**src/rtl/sram_arb_pkg.sv**
```systemverilog
// Shared sizes and FSM state type for the 256x288 SRAM arbiter.
package sram_arb_pkg;

    localparam int ADDR_W = 8;
    localparam int DEPTH  = 256;
    localparam int LANES  = 32;
    localparam int LANE_W = 9;
    localparam int DATA_W = LANES * LANE_W;

    typedef enum logic {
        ST_INIT = 1'b0,
        ST_RUN  = 1'b1
    } arb_state_e;

endpackage

```
**src/rtl/sram_256x288_arbiter_if.sv**
```systemverilog
// Requester-side request channel: valid/ready handshake carrying one masked access.
interface sram_256x288_arbiter_if;
    import sram_arb_pkg::*;

    logic              valid;
    logic              ready;
    logic              write;
    logic [ADDR_W-1:0] addr;
    logic [DATA_W-1:0] wdata;
    logic [LANES-1:0]  wmask;

    modport master (output valid, write, addr, wdata, wmask, input ready);
    modport slave  (input valid, write, addr, wdata, wmask, output ready);

endinterface

```
**src/rtl/sram_arb_rr2.sv**
```systemverilog
// Two-way round-robin arbiter; the preference pointer moves only when a grant is taken.
module sram_arb_rr2 (
    input  logic       clock,
    input  logic       resetn,
    input  logic       enable,
    input  logic [1:0] req,
    output logic [1:0] grant
);

    logic prefer_b_q, prefer_b_d;

    // NOTE: every output and next-state gets a default first, so no path infers a latch.
    always_comb begin
        grant      = 2'b00;
        prefer_b_d = prefer_b_q;
        if (enable) begin
            if (req == 2'b11) begin
                grant = prefer_b_q ? 2'b10 : 2'b01;
            end else begin
                grant = req;
            end
        end
        // ready equals grant and grant implies valid, so any grant is an accepted transfer
        if (grant[0]) begin
            prefer_b_d = 1'b1;
        end else if (grant[1]) begin
            prefer_b_d = 1'b0;
        end
    end

    // NOTE: flops use non-blocking assignments so all of them sample pre-edge values.
    always_ff @(posedge clock or negedge resetn) begin
        if (!resetn) begin
            prefer_b_q <= 1'b0;
        end else begin
            prefer_b_q <= prefer_b_d;
        end
    end

endmodule

```
**src/rtl/sram_256x288_arbiter.sv**
```systemverilog
// Two-requester front end for a 256x288 masked single-port SRAM, with optional
// fill of every line after reset before any request is accepted.
module sram_256x288_arbiter
    import sram_arb_pkg::*;
#(
    parameter bit                INIT_ON_RESET = 1'b1,
    parameter logic [DATA_W-1:0] INIT_VALUE    = {DATA_W{1'b0}}
) (
    input  logic                  clock,
    input  logic                  resetn,
    sram_256x288_arbiter_if.slave a_if,
    sram_256x288_arbiter_if.slave b_if,
    output logic                  rsp_valid,
    output logic                  rsp_id,
    output logic [DATA_W-1:0]     rsp_rdata,
    output logic                  init_done,
    output logic                  sram_valid,
    output logic                  sram_write,
    output logic [ADDR_W-1:0]     sram_addr,
    output logic [DATA_W-1:0]     sram_wdata,
    output logic [LANES-1:0]      sram_wmask,
    input  logic [DATA_W-1:0]     sram_rdata
);

    localparam arb_state_e        RESET_STATE = INIT_ON_RESET ? ST_INIT : ST_RUN;
    localparam logic [ADDR_W-1:0] LAST_ADDR   = ADDR_W'(DEPTH - 1);

    arb_state_e        state_q, state_d;
    logic [ADDR_W-1:0] cnt_q, cnt_d;
    logic              init_done_q, init_done_d;
    logic              rsp_valid_q, rsp_valid_d;
    logic              rsp_id_q, rsp_id_d;
    logic [1:0]        grant;
    logic              run_en;

    // Held-low reset must silence the combinational handshake and SRAM strobes too,
    // including the INIT_ON_RESET=0 case where the reset state is already RUN.
    assign run_en = resetn && (state_q == ST_RUN);

    sram_arb_rr2 u_rr2 (
        .clock  (clock),
        .resetn (resetn),
        .enable (run_en),
        .req    ({b_if.valid, a_if.valid}),
        .grant  (grant)
    );

    always_comb begin
        state_d     = state_q;
        cnt_d       = cnt_q;
        rsp_valid_d = 1'b0;
        rsp_id_d    = rsp_id_q;
        a_if.ready  = grant[0];
        b_if.ready  = grant[1];
        sram_valid  = 1'b0;
        sram_write  = 1'b0;
        sram_addr   = '0;
        sram_wdata  = '0;
        sram_wmask  = '0;

        unique case (state_q)
            ST_INIT: begin
                sram_valid = resetn;
                sram_write = 1'b1;
                sram_addr  = cnt_q;
                sram_wdata = INIT_VALUE;
                sram_wmask = '1;
                cnt_d      = cnt_q + 1'b1;
                if (cnt_q == LAST_ADDR) begin
                    state_d = ST_RUN;
                end
            end
            ST_RUN: begin
                if (grant != 2'b00) begin
                    sram_valid  = 1'b1;
                    sram_write  = grant[1] ? b_if.write : a_if.write;
                    sram_addr   = grant[1] ? b_if.addr  : a_if.addr;
                    sram_wdata  = grant[1] ? b_if.wdata : a_if.wdata;
                    sram_wmask  = grant[1] ? b_if.wmask : a_if.wmask;
                    rsp_valid_d = !sram_write;
                    rsp_id_d    = grant[1];
                end
            end
        endcase

        // RUN is never left without a reset, so this is sticky until then.
        init_done_d = (state_d == ST_RUN);
    end

    always_ff @(posedge clock or negedge resetn) begin
        if (!resetn) begin
            state_q     <= RESET_STATE;
            cnt_q       <= '0;
            init_done_q <= 1'b0;
            rsp_valid_q <= 1'b0;
            rsp_id_q    <= 1'b0;
        end else begin
            state_q     <= state_d;
            cnt_q       <= cnt_d;
            init_done_q <= init_done_d;
            rsp_valid_q <= rsp_valid_d;
            rsp_id_q    <= rsp_id_d;
        end
    end

    assign rsp_valid = rsp_valid_q;
    assign rsp_id    = rsp_id_q;
    assign rsp_rdata = sram_rdata;
    assign init_done = init_done_q;

endmodule

```
**src/flat_wrapper.sv**
```systemverilog
// flat-port wrapper written by rule: the top's interface ports become plain ports
module sram_256x288_arbiter_flat import sram_arb_pkg::*;
#(
    parameter bit                INIT_ON_RESET = 1'b1,
    parameter logic [DATA_W-1:0] INIT_VALUE    = {DATA_W{1'b0}}
)
  (clock, resetn, rsp_valid, rsp_id, rsp_rdata, init_done, sram_valid, sram_write, sram_addr, sram_wdata, sram_wmask, sram_rdata, a_if_valid, a_if_write, a_if_addr, a_if_wdata, a_if_wmask, a_if_ready, b_if_valid, b_if_write, b_if_addr, b_if_wdata, b_if_wmask, b_if_ready);
  sram_256x288_arbiter_if a_if_i ();
  sram_256x288_arbiter_if b_if_i ();
  input  logic clock;
  input  logic resetn;
  output logic rsp_valid;
  output logic rsp_id;
  output logic [DATA_W-1:0] rsp_rdata;
  output logic init_done;
  output logic sram_valid;
  output logic sram_write;
  output logic [ADDR_W-1:0] sram_addr;
  output logic [DATA_W-1:0] sram_wdata;
  output logic [LANES-1:0] sram_wmask;
  input  logic [DATA_W-1:0] sram_rdata;
  input wire logic [$bits(a_if_i.valid)-1:0] a_if_valid;
  input wire logic [$bits(a_if_i.write)-1:0] a_if_write;
  input wire logic [$bits(a_if_i.addr)-1:0] a_if_addr;
  input wire logic [$bits(a_if_i.wdata)-1:0] a_if_wdata;
  input wire logic [$bits(a_if_i.wmask)-1:0] a_if_wmask;
  output wire logic [$bits(a_if_i.ready)-1:0] a_if_ready;
  input wire logic [$bits(b_if_i.valid)-1:0] b_if_valid;
  input wire logic [$bits(b_if_i.write)-1:0] b_if_write;
  input wire logic [$bits(b_if_i.addr)-1:0] b_if_addr;
  input wire logic [$bits(b_if_i.wdata)-1:0] b_if_wdata;
  input wire logic [$bits(b_if_i.wmask)-1:0] b_if_wmask;
  output wire logic [$bits(b_if_i.ready)-1:0] b_if_ready;
  assign a_if_i.valid = a_if_valid;
  assign a_if_i.write = a_if_write;
  assign a_if_i.addr = a_if_addr;
  assign a_if_i.wdata = a_if_wdata;
  assign a_if_i.wmask = a_if_wmask;
  assign a_if_ready = a_if_i.ready;
  assign b_if_i.valid = b_if_valid;
  assign b_if_i.write = b_if_write;
  assign b_if_i.addr = b_if_addr;
  assign b_if_i.wdata = b_if_wdata;
  assign b_if_i.wmask = b_if_wmask;
  assign b_if_ready = b_if_i.ready;
  sram_256x288_arbiter #(.INIT_ON_RESET(INIT_ON_RESET), .INIT_VALUE(INIT_VALUE)) u_core (.clock(clock), .resetn(resetn), .a_if(a_if_i), .b_if(b_if_i), .rsp_valid(rsp_valid), .rsp_id(rsp_id), .rsp_rdata(rsp_rdata), .init_done(init_done), .sram_valid(sram_valid), .sram_write(sram_write), .sram_addr(sram_addr), .sram_wdata(sram_wdata), .sram_wmask(sram_wmask), .sram_rdata(sram_rdata));
endmodule
```
**config.mk**
```make
export PLATFORM = sky130hd
export DESIGN_NAME = sram_256x288_arbiter_flat
export DESIGN_NICKNAME = d
export VERILOG_FILES = /design/src/rtl/sram_arb_pkg.sv /design/src/rtl/sram_256x288_arbiter_if.sv /design/src/rtl/sram_arb_rr2.sv /design/src/rtl/sram_256x288_arbiter.sv /design/src/flat_wrapper.sv
export SDC_FILE = /design/constraint.sdc
export NUM_CORES = 1
export LEC_CHECK = 0
export ABC_AREA = 1
export ABC_CLOCK_PERIOD_IN_PS = 2000
export CORE_AREA = 2 2 605 607
export DETAILED_ROUTE_END_ITERATION = 8
export DIE_AREA = 0 0 607 609
export GPL_ROUTABILITY_DRIVEN = 0
export GPL_TIMING_DRIVEN = 0
export PLACE_DENSITY = 0.3
export SYNTH_ARGS = -nofsm -noshare
export SYNTH_HDL_FRONTEND = slang
export SYNTH_SLANG_ARGS = --single-unit
```
**constraint.sdc**
```tcl
create_clock -name clock -period 2 [get_ports clock]
set_input_delay 0.4 -clock clock [delete_from_list [all_inputs] [get_ports clock]]
set_output_delay 0.4 -clock clock [all_outputs]
set_load 0.005 [all_outputs]
```
Word level (Yosys, flattened, before mapping)
Cells that the tools add are included.

Input bits: 950. Logic and storage cells: 36. Bits in registers: 12. Output and inout bits: 623.

Add/sub/neg operators: 1. Mux-type cells: 23. Bitwise operators: 1. Reduce and logical (&&, ||, !) cells: 4. Eq/ne operators: 2.

Operators by type and width (count): 288-bit 2-to-1 mux (2); 288-bit case mux with 2 select lines (1); 32-bit 2-to-1 mux (2); 32-bit case mux with 2 select lines (1); 8-bit 2-to-1 mux (2); 8-bit case mux with 2 select lines (1); 1-bit 2-to-1 mux (9); 8-bit by 1-bit adder with 8-bit output, second input constant (1); 8-bit equality test, second input constant (1); 2-bit 2-to-1 mux (3); 1-bit case mux with 2 select lines (2); 2-bit equality test, second input constant (1); 2-bit AND reduction (1); 2-bit nonzero test (1); 1-bit logical AND (1); 1-bit zero test (1); 1-bit inverter (1).

Depth between registers and ports, before layout
Gate-level depths: netlist (run 1).

Depth after elaboration: 7. Depth in mapped cells: 8. Gate-level depth less buffers: 7.

Modules after synthesis
Synthesis (run 1) repeated with hierarchy kept, for this count alone.

Cell total of the unflattened synthesis: 2055. Area, all modules: 9472.8 µm².

By module, submodules not included: sram_256x288_arbiter (cells an instance 2043, area an instance 9401.5 µm², sequential area each 275.3 µm², times used 1); sram_arb_rr2 (cells an instance 12, area an instance 71.3 µm², sequential area each 25.0 µm², times used 1).

Worst setup path after synthesis (run 1)
No wires, ideal clock.

Kind: register to output. Start: register u_core.state_q. End: output sram_wdata[100]. Setup slack: 0.294 ns. Path buffers: 2. Data arrival time: 1.306 ns. Stages on the path, launching flop included: 9. Data required time: 1.600 ns. Cells stage by stage: dfrtp_1 nand2_1 nor2_4 nand2_2 clkinv_2 buf_4 buf_4 nor2_1 nor2_1.

Word-level cells in the longest chain between the ends: 5. Elaborated cells between the ends (all ways): 7. Classes of those cells: mux (4); bitwise (1); reduce/logical (2).

RTL lines: from (decl) (RTL line sram_256x288_arbiter.sv:28) `arb_state_e state_q, state_d;`; from (signal assigned) (RTL line sram_256x288_arbiter.sv:98) `state_q <= state_d;`; 1-bit logical AND (RTL line sram_256x288_arbiter.sv:38) `assign run_en = resetn && (state_q == ST_RUN);`; 2-bit 2-to-1 mux (RTL line sram_arb_rr2.sv:16) `if (enable) begin`; 288-bit 2-to-1 mux or 2-bit nonzero test (tied branches) (RTL line sram_256x288_arbiter.sv:78, sram_256x288_arbiter.sv:74); 288-bit 2-to-1 mux (RTL line sram_256x288_arbiter.sv:74) `if (grant != 2'b00) begin`; 288-bit case mux with 2 select lines (*) (RTL line sram_256x288_arbiter.sv:61) `unique case (state_q)`; to (decl) (RTL line flat_wrapper.sv:19) `output logic [DATA_W-1:0] sram_wdata;`.

Mark *: on every way between the ends. The rest lies on a longest branch, timed or not.

Worst setup path in the final report (run 1)
Start: register u_core.state_q. End: output sram_wdata[163].

The elaborated chain is that of the path after synthesis.

==> results of run 1 <==
==> cells by family (layout without fill, tap and decap cells) <==
group                      Yosys count  count (layout)  synth area share
AOI/OAI and AO/OA                    4               4           0.00240
xor gates and xnor gates             5               5           0.00442
adders and majority gates            1               1           0.00126
buffers and inverters              534            1849             0.327
DFF                                 12              12            0.0303
other                                0              64                 0
and+or+nand+nor                   1355            1355             0.634
==> routing by layer <==
| metal | vias up | track usage |
|---|---|---|
| li1 | 8329 | - |
| met1 | 8873 | 0.155 |
| met2 | 1532 | 0.273 |
| met3 | 544 | 0.139 |
| met4 | 90 | 0.0314 |
| met5 | - | 0 |
==> power breakdown <==
| group | switching [mW] | total (mW) | leakage, nW | internal, mW |
|---|---|---|---|---|
| sequential | 0 | 0.243 | 0.146 | 0.243 |
| combinational | 1.25 | 3.41 | 10.4 | 2.17 |
| clock | 0.116 | 0.378 | 0.0374 | 0.262 |
| total | 1.36 | 4.03 | 10.6 | 2.67 |
==> cell type report <==
| class | instances | area (µm²) | share of cell area |
|---|---|---|---|
| antenna | 64 | 160 | 0.00520 |
| tap | 4816 | 6030 | 0.196 |
| buffer | 434 | 3610 | 0.117 |
| clock buffer | 3 | 75.1 | 0.00244 |
| sequential | 12 | 302 | 0.00979 |
| multi-input combinational | 1365 | 7410 | 0.241 |
| timing repair buffer | 1314 | 12800 | 0.416 |
| inverter | 98 | 397 | 0.0129 |
==> path summary, 6_finish.rpt <==
check / from / endpoint / slack, ns / cells after the start
worst max-delay path: u_core.state_q / sram_wdata[163] / -0.63 / 12
worst min-delay path: u_core.rsp_id / u_core.rsp_id / 0.48 / 2
worst max register to register: u_core.state_q / u_core.rsp_valid / 0.51 / 7
worst min register to register: u_core.rsp_id / u_core.rsp_id / 0.48 / 2
max in group asynchronous: resetn / u_core.state_q / 0.82 / 2
min in group asynchronous: resetn / u_core.rsp_valid / 0.74 / 2
==> sequential cells by signal, indices dropped and copies added (netlist names) <==
register / count
u_core.cnt_q: 8
u_core.rsp_valid: 1
u_core.u_rr2.prefer_b_q: 1
u_core.rsp_id: 1
u_core.state_q: 1
==> synth_stat cells, drive strengths merged <==
library cell and number:
a21oi 2, buf 393, clkbuf 43, clkinv 1, dfrtp 12, ha 1
inv 97, nand2 398, nand3 86, nand3b 288, nand4 1, nor2 582
o21ai 2, xnor2 1, xor2 4
==> timing repair <==
action	CTS	global route
endpoints found under the setup margin	335	332
pin swaps	10	44
resized for setup	1683	641
endpoints found under the hold margin	12	0
hold buffers	1	0
gates cloned	4	6
buffers inserted	11	8
==> worst min-delay path: cells and delay by family (launching register included) <==
family           cells  cell delay [ns]
AND/OR/NAND/NOR      2             0.10
flip-flops           1             0.34
==> layout by cell type (no fill, tap or decap), types with 2 or more instances in the layout <==
cell / count
sky130_fd_sc_hd__clkdlybuf4s50_1: 954
sky130_fd_sc_hd__nor2_1: 408
sky130_fd_sc_hd__buf_4: 375
sky130_fd_sc_hd__nand2_1: 359
sky130_fd_sc_hd__nand3b_1: 288
sky130_fd_sc_hd__buf_6: 125
sky130_fd_sc_hd__nor2_2: 101
sky130_fd_sc_hd__inv_1: 95
sky130_fd_sc_hd__buf_2: 82
sky130_fd_sc_hd__nor2_4: 73
sky130_fd_sc_hd__nand3_1: 70
sky130_fd_sc_hd__diode_2: 64
sky130_fd_sc_hd__clkbuf_2: 49
sky130_fd_sc_hd__clkbuf_4: 39
sky130_fd_sc_hd__nand2_2: 33
sky130_fd_sc_hd__dlygate4sd2_1: 28
sky130_fd_sc_hd__buf_12: 21
sky130_fd_sc_hd__buf_8: 19
sky130_fd_sc_hd__clkbuf_1: 17
sky130_fd_sc_hd__nand3_2: 13
sky130_fd_sc_hd__clkbuf_16: 11
sky130_fd_sc_hd__dfrtp_1: 11
sky130_fd_sc_hd__buf_16: 9
sky130_fd_sc_hd__clkdlybuf4s15_2: 8
sky130_fd_sc_hd__dlymetal6s2s_1: 5
sky130_fd_sc_hd__nand2_4: 4
sky130_fd_sc_hd__xor2_1: 4
sky130_fd_sc_hd__clkdlybuf4s15_1: 4
sky130_fd_sc_hd__nand3_4: 3
sky130_fd_sc_hd__clkbuf_8: 3
sky130_fd_sc_hd__nand2_8: 2
sky130_fd_sc_hd__o21ai_0: 2
==> run_results.csv, run 1 <==
group,metric,value,unit
cts,cts_made_buffers,3,
setup_path,cp_data_required_time,1.60,ns
cts,htreeDepth,1,
sta,fin_crit_sh,1.31,
drt,count_of_routing_violations_after_the_opening_detailed_route_iteration,1091,
synth,cell_taking_the_most_area_after_synthesis,"sky130_fd_sc_hd__buf_4",
setup_path,critical_path.slowest_cell,"sky130_fd_sc_hd__dfrtp_2",
cts,clock_sink_count,12,
setup_path,crit_path_category,"flip-flop to output port",
drt,postRouteAntennaNets,0,
synth,ys_warnings,0,
cts,cts_tree,"built",
sta,rsz0062_at_grt,"yes",
setup_path,cp_cell_sequence,"nand2_4, nor2_4, buf_12, buf_12, clkbuf_16, buf_16, buf_6, buf_6, nand3b_1, nand2_1, nor2_4, clkbuf_2",
drt,total_wire_length,318,mm
sta,max_freq,0.381,GHz
sta,finalHoldViolations,0,
sta,final-setup-viol-count,332,
status,status,"finished, violations left",
placed_design,io_buffer_count,1284,
drt,post-route-drc-count,0,
sta,worst_slew_margin_rel,0.465,
setup_path,critical_path.startpoint_type,"flip-flop",
floorplan,dieHeight,609,µm
global_route,via_count_of_the_first_global_routing_pass,19100,
global_route,grt_remaining_overflow,0,
cts,clkTransAtPathRegs,0.05,ns
synth,cell_types_with_the_largest_area_share_after_synthesis,"sky130_fd_sc_hd__buf_4 (23%), sky130_fd_sc_hd__nor2_1 (22%), sky130_fd_sc_hd__nand3b_1 (22%), sky130_fd_sc_hd__nand2_1 (15%), sky130_fd_sc_hd__nand3_1 (4.3%)",
floorplan,initial_core_util,0.0272,
sta,timing_max_transition_violations_final,0,
final_layout,stdcell_area,0.0308,mm²
final_layout,num-nets-final,4179,
global_route,pin_count_of_the_biggest_net_entering_global_routing,13,
final_layout,filler_cells_inserted,42800,
placed_design,post_place_setup_slack,-3.82,ns
final_layout,layoutNonFillerInstCount,8106,
flow_run,maxCapViolCount,0,
final_layout,drive_above_1_share,0.302,
synth,synth.ff_latch_count,12,
setup_path,critical_path.max_fanout,10,
synth,synth_largest_type_area_fraction,0.228,
drt,maxUsedRoutingLayer,"met5",
final_layout,post-route-util,0.0847,
drt,via_count,19400,
floorplan,placeableCoreArea,0.364,mm²
global_route,global_route_wire_length_before_repair,355,mm
setup_path,number_of_buffer_and_inverter_instances_along_the_worst_setup_path,7,
sta,layout_setup_ws,-0.625,ns
floorplan,die_area,0.370,mm²
status,failing_checks,"negative setup slack",
synth,syn_area_per_cell,5.19,µm²
synth,synth_fp_nets,2862,
floorplan,chipWidth,607,µm
cts,cts_root_buf,"sky130_fd_sc_hd__clkbuf_16",
setup_path,worstSetupEndpointType,"output port",
drt,detail_route.wl_per_cell,39.3,µm
power,vdd_drop_max,0.214,mV
placed_design,place.detailed.instances,8012,
synth,post_synth_num_cell_types,21,
setup_path,critPathArrivalTime,2.23,ns
placed_design,placed_instance_area,0.0288,mm²
drt,dr_wl_met2,146,mm
sta,period_minus_slack,2.63,ns
sta,finClkSkew,0.00220,ns
floorplan,floorplan.io_pins,1573,
power,p_leak,10.6,nW
global_route,grt_use_total,0.164,
global_route,grt_antenna_before_repair,307,
drt,met1_length,105,mm
sta,fin_hold_ws,0.477,ns
worst_hold_path,min_delay_path_class,"flip-flop to flip-flop",
setup_path,timing.critical_path.max_delay_family,"buffers and inverters",
synth,cell_area_after_technology_mapping,0.00991,mm²
drt,dr.pass1.iters,5,
placed_design,dp_hpwl,302,mm
drt,wl_met3,57.8,mm
cts,cts_max_path_buffers,2,
power,totalPowerFinal,4.03,mW
setup_path,crit_path_max_incr_delay,0.42,ns
cts,worstSkewPairLatency,0.25,ns
synth,seq_area_frac_synth,0.0303,
power,p_per_area,131,mW/mm²
final_layout,area_delta_synth_final,211,%
drt,viasPerCell,2.39,
synth,syn_inst,1911,
sta,actual_slew_at_the_worst_max_slew_pin,0.800,ns
floorplan,row_count,222,
sta,timing.setup.tns,-163.48,ns
Note: power is estimated with default switching activity, not from simulation.
==> run 2: changes to the inputs <==
--- a/config.mk
+++ b/config.mk
@@ -7,12 +7,13 @@
 export LEC_CHECK = 0
 export ABC_AREA = 1
 export ABC_CLOCK_PERIOD_IN_PS = 2000
+export CELL_PAD_IN_SITES_DETAIL_PLACEMENT = 0
+export CELL_PAD_IN_SITES_GLOBAL_PLACEMENT = 1
 export CORE_AREA = 2 2 605 607
 export DETAILED_ROUTE_END_ITERATION = 8
 export DIE_AREA = 0 0 607 609
 export GPL_ROUTABILITY_DRIVEN = 0
-export GPL_TIMING_DRIVEN = 0
-export PLACE_DENSITY = 0.3
+export PLACE_DENSITY = 0.32
 export SYNTH_ARGS = -nofsm -noshare
 export SYNTH_HDL_FRONTEND = slang
 export SYNTH_SLANG_ARGS = --single-unit
==> run 2 against run 1 <==
Against the previous run: the run still ends with negative setup slack left; global-route usage is 3.2 points lower; register-to-register slack worse by 0.45 ns; via count down 7.1%; worst setup slack got worse by 0.040 ns; die area is the same; critical endpoint is now sram_wdata[46]; highest routed layer unchanged.
==> run_results.csv, run 2 (synthesis results as in run 1) <==
group,metric,value,unit
flow_run,maxCapViolCount,0,
floorplan,row_count,222,
sta,finClkSkew,0.00344,ns
power,vdd_drop_max,0.261,mV
global_route,global_route_wire_length_before_repair,298,mm
placed_design,dp_hpwl,226,mm
worst_hold_path,min_delay_path_class,"input pin to async pin",
cts,clkTransAtPathRegs,0.05,ns
global_route,grt_use_total,0.133,
floorplan,floorplan.io_pins,1573,
sta,timing.setup.tns,-178.86,ns
sta,fin_crit_sh,1.33,
setup_path,worstSetupEndpointType,"output port",
floorplan,die_area,0.370,mm²
sta,rsz0062_at_grt,"yes",
placed_design,placed_instance_area,0.0292,mm²
status,failing_checks,"negative setup slack",
sta,fin_hold_ws,0.275,ns
sta,layout_setup_ws,-0.666,ns
drt,total_wire_length,262,mm
sta,actual_slew_at_the_worst_max_slew_pin,0.621,ns
final_layout,commonest_non_fill_non_tap_cell_in_the_layout,"sky130_fd_sc_hd__clkdlybuf4s50_1",
final_layout,largest_register_ffs,8,
power,p_per_area,94.7,mW/mm²
cts,worstSkewPairLatency,0.25,ns
cts,cts_tree,"built",
cts,htreeDepth,1,
sta,finalHoldViolations,0,
power,p_leak,11.7,nW
final_layout,filler_cells_inserted,42300,
drt,detail_route.wl_per_cell,33.6,µm
status,status,"finished, violations left",
final_layout,area_delta_synth_final,269,%
global_route,grt_remaining_overflow,0,
floorplan,dieHeight,609,µm
cts,clock_sink_count,12,
final_layout,drive_above_1_share,0.492,
final_layout,register_bank_with_the_most_flops,"u_core.cnt_q",
drt,postRouteAntennaNets,0,
sta,worst_slew_margin_rel,0.586,
sta,timing_max_transition_violations_final,0,
setup_path,cp_data_required_time,1.60,ns
sta,period_minus_slack,2.67,ns
setup_path,critPathArrivalTime,2.27,ns
cts,cts_made_buffers,3,
setup_path,crit_path_category,"flip-flop to output port",
global_route,grt_antenna_before_repair,80,
drt,count_of_routing_violations_after_the_opening_detailed_route_iteration,833,
final_layout,final_cell_mix,"sky130_fd_sc_hd__clkdlybuf4s50_1 (662), sky130_fd_sc_hd__buf_12 (387), sky130_fd_sc_hd__nand3b_1 (288)",
sta,max_freq,0.375,GHz
drt,dr.pass1.iters,5,
drt,via_count,18000,
sta,final-setup-viol-count,332,
cts,cts_root_buf,"sky130_fd_sc_hd__clkbuf_16",
global_route,via_count_of_the_first_global_routing_pass,18400,
setup_path,critical_path.max_fanout,8,
cts,cts_max_path_buffers,2,
drt,viasPerCell,2.31,
floorplan,placeableCoreArea,0.364,mm²
floorplan,chipWidth,607,µm
drt,post-route-drc-count,0,
global_route,pin_count_of_the_biggest_net_entering_global_routing,60,
floorplan,initial_core_util,0.0272,
final_layout,stdcell_area,0.0366,mm²
setup_path,critical_path.startpoint_type,"flip-flop",
final_layout,num-nets-final,3909,
placed_design,io_buffer_count,996,
## run 2: what timing repair did
action                                 CTS  global route
resized for setup                      609          1064
cloned                                  48            31
setup endpoints to repair              336           336
endpoints found under the hold margin    0             0
hold buffers                             0             0
buffers inserted                        65           116
pin swaps                               78           293
## run 2: metrics by stage
| stage | total power, mW | worst slack [ns] | cells | utilization |
|---|---|---|---|---|
| floorplan | 0.991 | 0.294 | 1911 | - |
| global placement | 2.83 | -1.58 | 7611 | 0.0801 |
| finish | 3.47 | -0.666 | 7790 | 0.101 |
| CTS | 3.36 | -0.865 | 7707 | 0.0894 |
| global route | 3.62 | -0.789 | 7779 | 0.101 |
| detailed placement | 2.81 | -1.54 | 7611 | 0.0801 |
## run 2: cell type report
| cell class | instances | area (µm²) | share of cell area |
|---|---|---|---|
| repair buffers | 1477 | 19700 | 0.539 |
| multi-input cells | 1365 | 10000 | 0.273 |
| well taps | 4816 | 6030 | 0.165 |
| inverters | 98 | 397 | 0.0108 |
| flip-flops and latches | 12 | 300 | 0.00820 |
| clock buffers | 4 | 88.8 | 0.00243 |
| diodes | 17 | 42.5 | 0.00116 |
| repair inverters | 1 | 30.0 | 0.000820 |
## run 2: report_power, final
part	switching (mW)	internal [mW]	total (mW)	leakage, nW
Combinational	1.07	1.72	2.79	11.5
Sequential	0	0.243	0.243	0.148
Clock	0.129	0.304	0.433	0.0443
Total	1.20	2.27	3.47	11.7
## run 2: worst paths after layout
check,startpoint,slack [ns],cells after the start,to
worst max-delay path,u_core.state_q,-0.67,11,sram_wdata[46]
worst min-delay path,resetn,0.28,2,u_core.cnt_q[1]
worst max register to register,u_core.state_q,0.06,6,u_core.cnt_q[3]
worst min register to register,u_core.rsp_id,0.48,2,u_core.rsp_id
max in group asynchronous,resetn,1.53,2,u_core.rsp_id
min in group clock,u_core.rsp_id,0.48,2,u_core.rsp_id
## run 2: metal layers
metal  vias to the layer above  part of all wire  global-route usage
li1                       7744                 -                   -
met1                      8792              0.34               0.134
met2                      1143              0.48               0.227
met3                       277              0.15              0.0894
met4                        28             0.027              0.0252
met5                         -            0.0011             0.00379
## run 2: worst max-delay path: stages, from the launching register on
cell	delay, ns
sky130_fd_sc_hd__dfrtp_1	0.40
sky130_fd_sc_hd__nand2_4	0.10
sky130_fd_sc_hd__buf_6	0.14
sky130_fd_sc_hd__a21oi_4	0.19
sky130_fd_sc_hd__buf_12	0.20
sky130_fd_sc_hd__buf_16	0.19
sky130_fd_sc_hd__buf_16	0.17
sky130_fd_sc_hd__buf_6	0.13
sky130_fd_sc_hd__buf_16	0.13
sky130_fd_sc_hd__nand2_4	0.06
sky130_fd_sc_hd__nor2_4	0.15
sky130_fd_sc_hd__buf_12	0.11
